[src/rtl/cla_pkg.sv]
// Shared types and constants for the nibble-serial lookahead adder.
package cla_pkg;

    localparam int unsigned SLICE_W = 4;

    typedef enum logic [1:0] {
        IDLE = 2'd0,
        RUN  = 2'd1,
        DONE = 2'd2
    } cla_seq_state_t;

    // Number of slice passes needed to cover a width-bit operand.
    function automatic int unsigned num_slices(input int unsigned width);
        return width / SLICE_W;
    endfunction

endpackage

[src/rtl/cla4_slice.sv]
// Combinational 4-bit carry-lookahead slice.
// With CLA_SEQ_OVF_EN defined the carry into bit 3 is also exported.
module cla4_slice
    import cla_pkg::*;
(
    input  logic [SLICE_W-1:0] a,
    input  logic [SLICE_W-1:0] b,
    input  logic               ci,
    output logic [SLICE_W-1:0] s,
    output logic               co
`ifdef CLA_SEQ_OVF_EN
    ,
    output logic               c3
`endif
);

    logic [SLICE_W-1:0] g;
    logic [SLICE_W-1:0] p;
    logic [SLICE_W:0]   c;

    assign g = a & b;
    assign p = a ^ b;

    // Every carry is a flat sum of products of generate/propagate terms.
    assign c[0] = ci;
    assign c[1] = g[0] | (p[0] & ci);
    assign c[2] = g[1] | (p[1] & g[0]) | (p[1] & p[0] & ci);
    assign c[3] = g[2] | (p[2] & g[1]) | (p[2] & p[1] & g[0])
                | (p[2] & p[1] & p[0] & ci);
    assign c[4] = g[3] | (p[3] & g[2]) | (p[3] & p[2] & g[1])
                | (p[3] & p[2] & p[1] & g[0]) | (p[3] & p[2] & p[1] & p[0] & ci);

    assign s  = p ^ c[SLICE_W-1:0];
    assign co = c[4];

`ifdef CLA_SEQ_OVF_EN
    assign c3 = c[3];
`endif

endmodule

[src/rtl/cla_seq_adder.sv]
// Multi-cycle WIDTH-bit adder: one 4-bit lookahead slice reused per nibble, LSB first.
// Optional signed-overflow output ovf when CLA_SEQ_OVF_EN is defined.
module cla_seq_adder
    import cla_pkg::*;
#(
    parameter int unsigned WIDTH = 16
) (
    input  logic             clk,
    input  logic             rst_n,
    input  logic             in_valid,
    output logic             in_ready,
    input  logic [WIDTH-1:0] a,
    input  logic [WIDTH-1:0] b,
    input  logic             cin,
    output logic             out_valid,
    input  logic             out_ready,
    output logic [WIDTH-1:0] sum,
    output logic             cout,
    output logic             busy
`ifdef CLA_SEQ_OVF_EN
    ,
    output logic             ovf
`endif
);

    localparam int unsigned NSLICE = num_slices(WIDTH);
    localparam int unsigned IDX_W  = (NSLICE > 1) ? $clog2(NSLICE) : 1;
    localparam logic [IDX_W-1:0] LAST_IDX = IDX_W'(NSLICE - 1);

    if ((WIDTH < SLICE_W) || ((WIDTH % SLICE_W) != 0)) begin : g_width_check
        $error("cla_seq_adder: WIDTH must be a multiple of 4 and at least 4");
    end

    cla_seq_state_t                       state;
    logic [IDX_W-1:0]                     idx;
    logic                                 carry;
    logic [NSLICE-1:0][SLICE_W-1:0]       a_q;
    logic [NSLICE-1:0][SLICE_W-1:0]       b_q;
    logic [NSLICE-1:0][SLICE_W-1:0]       sum_q;

    logic [SLICE_W-1:0] slice_s;
    logic               slice_co;
`ifdef CLA_SEQ_OVF_EN
    logic               slice_c3;
`endif

    cla4_slice u_slice (
        .a  (a_q[idx]),
        .b  (b_q[idx]),
        .ci (carry),
        .s  (slice_s),
        .co (slice_co)
`ifdef CLA_SEQ_OVF_EN
        ,
        .c3 (slice_c3)
`endif
    );

    assign sum = sum_q;

    // Controller: handshakes, nibble sequencing and carry feedback.
    always_ff @(posedge clk) begin
        if (!rst_n) begin
            state     <= IDLE;
            idx       <= '0;
            carry     <= 1'b0;
            a_q       <= '0;
            b_q       <= '0;
            sum_q     <= '0;
            cout      <= 1'b0;
            in_ready  <= 1'b1;
            out_valid <= 1'b0;
            busy      <= 1'b0;
`ifdef CLA_SEQ_OVF_EN
            ovf       <= 1'b0;
`endif
        end else begin
            case (state)
                IDLE: begin
                    if (in_valid && in_ready) begin
                        a_q      <= a;
                        b_q      <= b;
                        carry    <= cin;
                        idx      <= '0;
                        state    <= RUN;
                        in_ready <= 1'b0;
                        busy     <= 1'b1;
                    end
                end
                RUN: begin
                    sum_q[idx] <= slice_s;
                    carry      <= slice_co;
                    idx        <= idx + IDX_W'(1);
                    if (idx == LAST_IDX) begin
                        cout      <= slice_co;
                        out_valid <= 1'b1;
                        state     <= DONE;
`ifdef CLA_SEQ_OVF_EN
                        ovf       <= slice_c3 ^ slice_co;
`endif
                    end
                end
                DONE: begin
                    // in_ready stays low through the handshake cycle itself.
                    if (out_ready) begin
                        out_valid <= 1'b0;
                        busy      <= 1'b0;
                        in_ready  <= 1'b1;
                        state     <= IDLE;
                    end
                end
                default: begin
                    state     <= IDLE;
                    in_ready  <= 1'b1;
                    out_valid <= 1'b0;
                    busy      <= 1'b0;
                end
            endcase
        end
    end

endmodule

[config.mk]
export PLATFORM = sky130hd
export DESIGN_NAME = cla_seq_adder
export DESIGN_NICKNAME = d
export VERILOG_FILES = /design/src/rtl/cla_pkg.sv /design/src/rtl/cla4_slice.sv /design/src/rtl/cla_seq_adder.sv
export SDC_FILE = /design/constraint.sdc
export NUM_CORES = 1
export LEC_CHECK = 0
export CORE_MARGIN = 2
export CORE_UTILIZATION = 54
export DETAILED_ROUTE_END_ITERATION = 8
export GPL_TIMING_DRIVEN = 0
export PLACE_DENSITY = 0.95
export SLEW_MARGIN = 20
export SYNTH_ARGS = -nofsm -noshare
export SYNTH_HDL_FRONTEND = slang
export SYNTH_SLANG_ARGS = --single-unit
export TNS_END_PERCENT = 1
[constraint.sdc]
create_clock -name clk -period 3.8 [get_ports clk]
set_input_delay 0.76 -clock clk [delete_from_list [all_inputs] [get_ports clk]]
set_output_delay 0.76 -clock clk [all_outputs]
set_load 0.02 [all_outputs]
Yosys cells after proc, flatten, opt, wreduce, memory -nomap -nowiden
Cells that the tools add are included.
W data, S select, Z words.
{"block": "word_totals", "output_inout_bits": 20, "in_bits": 37, "word_cells": 92, "reg_bits": 57}
{"block": "op_classes", "bitwise_logic": 31, "magnitude_cmp": 2, "muxes": 23, "n_eq_ne": 6, "n_reduce_logical": 10, "addsub": 1}
{"operator": "$and A1 B1 Y1", "n": 16}
{"operator": "$bmux W4 S2", "n": 2}
{"operator": "$bwmux W16", "n": 1}
{"operator": "$mux W4", "n": 3}
{"operator": "$or A1 B1 Y1", "n": 10}
{"operator": "$pmux W1 S3", "n": 3}
{"operator": "$reduce_and A3 Y1", "n": 3}
{"operator": "$demux W4 S2", "n": 1}
{"operator": "$mux W2", "n": 4}
{"operator": "$xor A4 B4 Y4", "n": 2}
{"operator": "$mux W1", "n": 6}
{"operator": "$ne A2 B2 Y1 const B", "n": 3}
{"operator": "$pmux W2 S3", "n": 1}
{"operator": "$reduce_and A2 Y1", "n": 3}
{"operator": "$and A4 B4 Y4", "n": 1}
{"operator": "$eq A2 B2 Y1 const B", "n": 2}
{"operator": "$pmux W2 S2", "n": 1}
{"operator": "$lt A2 B3 Y1 const B", "n": 1}
{"operator": "$add A2 B1 Y2 const B", "n": 1}
{"operator": "$eq A2 B1 Y1 const B", "n": 1}
{"operator": "$ge A2 B1 Y1 const B", "n": 1}
{"operator": "$logic_and A1 B1 Y1", "n": 2}
{"operator": "$logic_not A2 Y1", "n": 1}
{"operator": "$not A1 Y1", "n": 2}
{"operator": "2 further kinds", "n": 2}

Depth between registers and ports, before layout
{"block": "depth", "ltp_word": 9, "mapped_depth": 8, "depth_no_buf": 6}

Hierarchy
A second synthesis with hierarchy kept.
{"block": "unflattened", "cells_unflattened": 288, "hier_area_um2": 2627.5}
{"module": "cla_seq_adder", "cells_per_inst": 271, "seq_area_each_um2": 1141.1, "n_inst": 1, "area_each_um2": 2479.9}
{"module": "cla4_slice", "cells_per_inst": 17, "seq_area_each_um2": 0.0, "n_inst": 1, "area_each_um2": 147.6}

Least setup slack after synthesis
Ideal clock, no wire load.
{"block": "synth_timing", "path_type": "reg-to-reg", "startpoint": "reg idx[0]", "endpoint": "reg carry", "period_less_slack_ps": 2328, "stages_incl_launch_ff": 9, "setup_time_ps": 126, "n_path_buf": 2, "t_required_ps": 3674, "arrival_time_ps": 2202, "path_slack_ps": 1472, "cell_sequence": "dfxtp_1 -> buf_2 -> mux4_2 -> ha_1 -> a211oi_1 -> nor3b_1 -> buf_2 -> o2111ai_1 -> nand3_1"}
{"block": "synth_between", "elab_chain_cells": 9, "word_cells_on_any_way": 18, "classes_between": "5 x mux; 13 x bitwise"}
{"element": "from (decl)", "line_no": "cla_seq_adder.sv:35", "rtl": "logic [IDX_W-1:0] idx;"}
{"element": "from (signal assigned)", "line_no": "cla_seq_adder.sv:93", "rtl": "idx <= idx + IDX_W'(1);"}
{"element": "$bmux W4 S2, on equally long branches", "line_no": "cla_seq_adder.sv:48, cla_seq_adder.sv:49"}
{"element": "$mux W4, on equally long branches", "line_no": "cla_seq_adder.sv:48, cla_seq_adder.sv:49"}
{"element": "$xor A4 B4 Y4 or $and A4 B4 Y4 (tied branches)", "line_no": "cla4_slice.sv:22, cla4_slice.sv:21"}
{"element": "$and A1 B1 Y1, on equally long branches", "line_no": "cla4_slice.sv:30, cla4_slice.sv:31"}
{"element": "$or A1 B1 Y1 (tied with other cells)", "line_no": "cla4_slice.sv:30", "rtl": "assign c[4] = g[3] | (p[3] & g[2]) | (p[3] & p[2] & g[1])"}
{"element": "$or A1 B1 Y1 or $and A1 B1 Y1 (tied branches)", "line_no": "cla4_slice.sv:30, cla4_slice.sv:31"}
{"element": "$or A1 B1 Y1 or $and A1 B1 Y1 (tied branches)", "line_no": "cla4_slice.sv:31", "rtl": "| (p[3] & p[2] & p[1] & g[0]) | (p[3] & p[2] & p[1] & p[0] & ci);"}
{"element": "$or A1 B1 Y1 (*)", "line_no": "cla4_slice.sv:31"}
{"element": "$pmux W1 S2 (*)", "line_no": "cla_seq_adder.sv:78", "rtl": "case (state)"}
{"element": "to (signal assigned)", "line_no": "cla_seq_adder.sv:83", "rtl": "carry <= cin;"}
{"element": "to (signal assigned)", "line_no": "cla_seq_adder.sv:92", "rtl": "carry <= slice_co;"}
{"element": "to (decl)", "line_no": "cla_seq_adder.sv:36", "rtl": "logic carry;"}
Mark *: on every way between the ends. The rest lies on a longest branch, timed or not. The select of a mux whose other input is x is not followed.
A chain may end at the register's enable or synchronous reset.

Worst setup path after layout
{"block": "layout_timing", "startpoint": "reg idx[0]", "endpoint": "reg sum_q, in the netlist sum[11]"}
{"block": "layout_between", "elab_chain_cells": 9, "word_cells_on_any_way": 21, "classes_between": "2 x order compare; 7 x mux; 11 x bitwise; 1 x reduce/logical"}
{"element": "$bmux W4 S2, on equally long branches", "line_no": "cla_seq_adder.sv:48, cla_seq_adder.sv:49"}
{"element": "$mux W4, on equally long branches", "line_no": "cla_seq_adder.sv:48, cla_seq_adder.sv:49"}
{"element": "$xor A4 B4 Y4 or $and A4 B4 Y4 (tied branches)", "line_no": "cla4_slice.sv:22, cla4_slice.sv:21"}
{"element": "$and A1 B1 Y1, on equally long branches", "line_no": "cla4_slice.sv:28, cla4_slice.sv:29"}
{"element": "$or A1 B1 Y1 (tied with other cells)", "line_no": "cla4_slice.sv:28", "rtl": "assign c[3] = g[2] | (p[2] & g[1]) | (p[2] & p[1] & g[0])"}
{"element": "$or A1 B1 Y1 or $and A1 B1 Y1 (tied branches)", "line_no": "cla4_slice.sv:28, cla4_slice.sv:29"}
{"element": "$or A1 B1 Y1", "line_no": "cla4_slice.sv:29", "rtl": "| (p[2] & p[1] & p[0] & ci);"}
{"element": "$xor A4 B4 Y4", "line_no": "cla4_slice.sv:33", "rtl": "assign s = p ^ c[SLICE_W-1:0];"}
{"element": "$bwmux W16 (*)", "line_no": "cla_seq_adder.sv:91", "rtl": "sum_q[idx] <= slice_s;"}
{"element": "to (signal, indexed assignment)", "line_no": "cla_seq_adder.sv:91"}
{"element": "to (decl)", "line_no": "cla_seq_adder.sv:39", "rtl": "logic [NSLICE-1:0][SLICE_W-1:0] sum_q;"}
Marks and branches as above.

==> run summary <==
Cell Int Power = 1050 µW
Crit path top cell by count = sky130_fd_sc_hd__buf_2
Fin. Hold Viols = 0
post-synthesis average cell area = 8.75 µm²
worst-case clock skew = 0.0116 ns
Yosys reg bits = 57
grt total ovfl = 0
CTS H-tree depth = 3
synthesized netlist net count = 343
num rows = 25
Core ar. = 0.00469 mm²
number of buffers inserted to repair setup after CTS = 0
Yosys cell types = 38
Leakage Power = 0.00125 µW
Fillers = 353
deepest clock path buffer count = 2
final cycle utilization of the critical path = 0.720
CP Max Fanout = 10
Hold WC Path Type = reg -> reg
Storage cell area = 0.00114 mm²
Critical Setup Path Class = reg -> reg
cell area after synthesis = 0.00260 mm²
maximum cell stage delay along the critical path = 0.59 ns
number of buffers added on ports = 55
number of inserted diodes = 0
relative contribution of combinational cells to total power = 0.153
CTS Root Cell = sky130_fd_sc_hd__clkbuf_8
reported net switching power = 379 µW
final-layout worst hold slack = 0.455 ns
ordered list of cells on the worst path = buf_2, mux4_2, ha_1, a211oi_1, nor3b_1, buf_2, o311ai_1
sw frac = 0.265
cell family with most CP delay = compound AO/OA/AOI/OAI gates
Max Fclk = 0.366 GHz
clock latency of the later-clocked register in the worst-skew pair = 0.34 ns
share of the yosys chip area belonging to registers = 0.439
wire length of the first global-routing pass = 10100 µm
Die Ht = 73.4 µm
number of nets in the layout = 409
Slew headroom = 0.640
number of cells produced by synthesis = 297
half-perimeter wire length after placement = 4570 µm
number of global-route vias before repair = 2222
cts bufs inserted = 9
worst IR drop on VDD = 0.306 mV
final count of negative-setup-slack endpoints = 0
layout cells sized above 1 = 0.155
area of the multi-input gates = 0.00131 mm²
arrival time at the worst endpoint = 2.96 ns
area growth from synthesis to layout = 31.3%
weighted congestion at the end of routability-driven global placement = 0.833
Sequential Power Share = 0.452
Final ANT Viol Nets = 0
post-detailed-routing wire length = 6460 µm
cts repair resizes = 0
CP startpoint = idx[0]$_SDFFE_PN0P_
PD cells = 419 mW/mm²
Crit path buffers/inverters = 2
WL/cell = 15.3 µm
hold path startpoint = a_q[11]$_SDFFE_PN0P_
warning count from the yosys run = 0
overall routing resource usage = 0.250
max_cap viols = 0
count of TritonRoute iterations in the first routing pass = 6
horizontal extent of the die = 73.4 µm
total number of clock tree sinks = 57
TritonCTS clock tree = yes
largest net degree at the start of global routing = 11
routed via count = 2371
Setup crit start kind = flop
Post-CTS Hold Fix Bufs = 0
critical path endpoint category = flop
first-iteration detailed-routing DRC count = 181
critical path's slowest cell = sky130_fd_sc_hd__mux4_2
total negative setup slack = 0 ns
time the final worst path needs with I/O delays and setup = 2.74 ns
worst endpoint required time = 4.02 ns
Residual DRC = 0
number of antenna violations at the first check in global routing = 0
Starting Density = 0.554
setup repair after global routing missed its margin = false
pin slew with the least headroom to its limit = 0.539 ns
part of the total power dissipated in the clock network = 0.395
result of the run = finished clean
r2r startpoint = idx[0]$_SDFFE_PN0P_
post-DR vias/cell = 5.62
count of pins over their slew limit = 0
CTS clock-pin slew for the worst setup and hold paths = 0.07 ns
total die area = 0.00538 mm²
I/O Pins = 57
[power by group through the flow]
stage	Combinational, µW	Sequential (µW)	Clock, µW
3_5_place_dp	214	658	0
5_1_grt	238	649	589
3_3_place_gp	206	656	0
4_1_cts	217	646	568
6_report	218	646	564
2_1_floorplan	131	659	0
[state kept, by name, indices dropped and copies added (netlist names)]
register / count
busy: 1
sum: 16
a_q: 16
idx: 2
in_ready: 1
carry: 1
cout: 1
b_q: 16
out_valid: 1
state: 2
[cells in the mapped netlist, drive strengths merged]
master,n,area (µm²)
mux4,8,180
o2111ai,1,8.76
a21oi,46,257
mux2i,1,10.0
o211ai,2,15.0
a31oi,4,25.0
nand3,12,60.1
o22ai,1,6.26
nor3b,2,15.0
fa,1,20.0
o311ai,4,35.0
o21bai,1,7.51
nor2b,1,6.26
nand2b,2,12.5
o21ai,7,35.0
nor2,18,67.6
nand3b,8,71.3
a211oi,1,7.51
xnor2,1,8.76
and2b,1,7.51
buf,16,109
or3,1,6.26
nor3,2,15.0
nand2,79,319
dfxtp,57,1140
mux2,1,11.3
clkbuf,5,18.8
ha,8,100
inv,6,22.5
[path summary, 6_finish.rpt]
kind	slack (ns)	endpoint	cells past startpoint
max	1.06	sum[11]$_SDFFE_PN0P_	7
min	0.46	a_q[11]$_SDFFE_PN0P_	2
max reg2reg	1.06	sum[11]$_SDFFE_PN0P_	7
min reg2reg	0.46	a_q[11]$_SDFFE_PN0P_	2
[worst reg2reg max path: stages, from the launching register on]
cell and delay, ns:
sky130_fd_sc_hd__dfxtp_1 0.37, sky130_fd_sc_hd__buf_2 0.34, sky130_fd_sc_hd__mux4_2 0.59, sky130_fd_sc_hd__ha_1 0.32, sky130_fd_sc_hd__a211oi_1 0.35, sky130_fd_sc_hd__nor3b_1 0.11, sky130_fd_sc_hd__buf_2 0.20, sky130_fd_sc_hd__o311ai_1 0.34
[cell usage in the layout (no fill, tap or decap), types with 3 or more instances in the layout]
cell type,Yosys,final
sky130_fd_sc_hd__nand2_1,70,70
sky130_fd_sc_hd__dfxtp_1,57,57
sky130_fd_sc_hd__clkdlybuf4s50_1,0,55
sky130_fd_sc_hd__a21oi_1,41,41
sky130_fd_sc_hd__nor2_1,18,18
sky130_fd_sc_hd__nand3_1,12,12
sky130_fd_sc_hd__buf_2,11,11
sky130_fd_sc_hd__clkbuf_8,0,10
sky130_fd_sc_hd__nand2_2,9,9
sky130_fd_sc_hd__mux4_2,8,8
sky130_fd_sc_hd__ha_1,8,8
sky130_fd_sc_hd__o21ai_0,7,7
sky130_fd_sc_hd__inv_1,6,6
sky130_fd_sc_hd__clkbuf_1,5,6
sky130_fd_sc_hd__nand3b_1,5,5
sky130_fd_sc_hd__a21oi_2,4,4
sky130_fd_sc_hd__a31oi_1,4,4
sky130_fd_sc_hd__o311ai_1,4,4
sky130_fd_sc_hd__nand3b_2,3,3
[routing by layer]
layer  part of all wire  GRT usage  up-vias  wire, µm
met1               0.39      0.284     1086      2500
met3              0.063     0.0439       25       407
met2               0.51      0.429      112      3300
li1                   -          -     1148         -
met4              0.039      0.162        0       249
met5                  0          0        -         0
[cells by family (layout without fill, tap and decap cells)]
group / Yosys count / after routing / share of synthesized area
compound gates: 67 / 67 / 0.153
xor+xnor: 1 / 1 / 0.00337
fa+ha+maj: 9 / 9 / 0.0462
buf+inv: 27 / 98 / 0.0578
flops: 57 / 57 / 0.439
mux: 10 / 10 / 0.0775
simple gates: 126 / 126 / 0.223
[layout make-up]
cell class                      instances  area share
Buffer                                 21      0.0374
Clock buffer                           11      0.0414
Clock inverter                          5      0.0161
Inverter                                6     0.00660
Multi-Input combinational cell        213       0.383
Sequential cell                        57       0.334
Tap cell                               54      0.0198
Timing Repair Buffer                   55       0.161
[per-stage QoR]
step | total power, µW | utilization | worst slack (ns) | cells | cell area, µm²
2_1_floorplan | 790 | - | 1.47 | 297 | 2600
3_3_place_gp | 862 | 0.686 | 1.29 | 406 | 3220
3_5_place_dp | 872 | 0.686 | 1.15 | 406 | 3220
4_1_cts | 1430 | 0.727 | 1.11 | 422 | 3410
5_1_grt | 1480 | 0.727 | 0.887 | 422 | 3410
6_report | 1430 | 0.727 | 1.06 | 422 | 3410
Power figures use the tool's default switching activity.
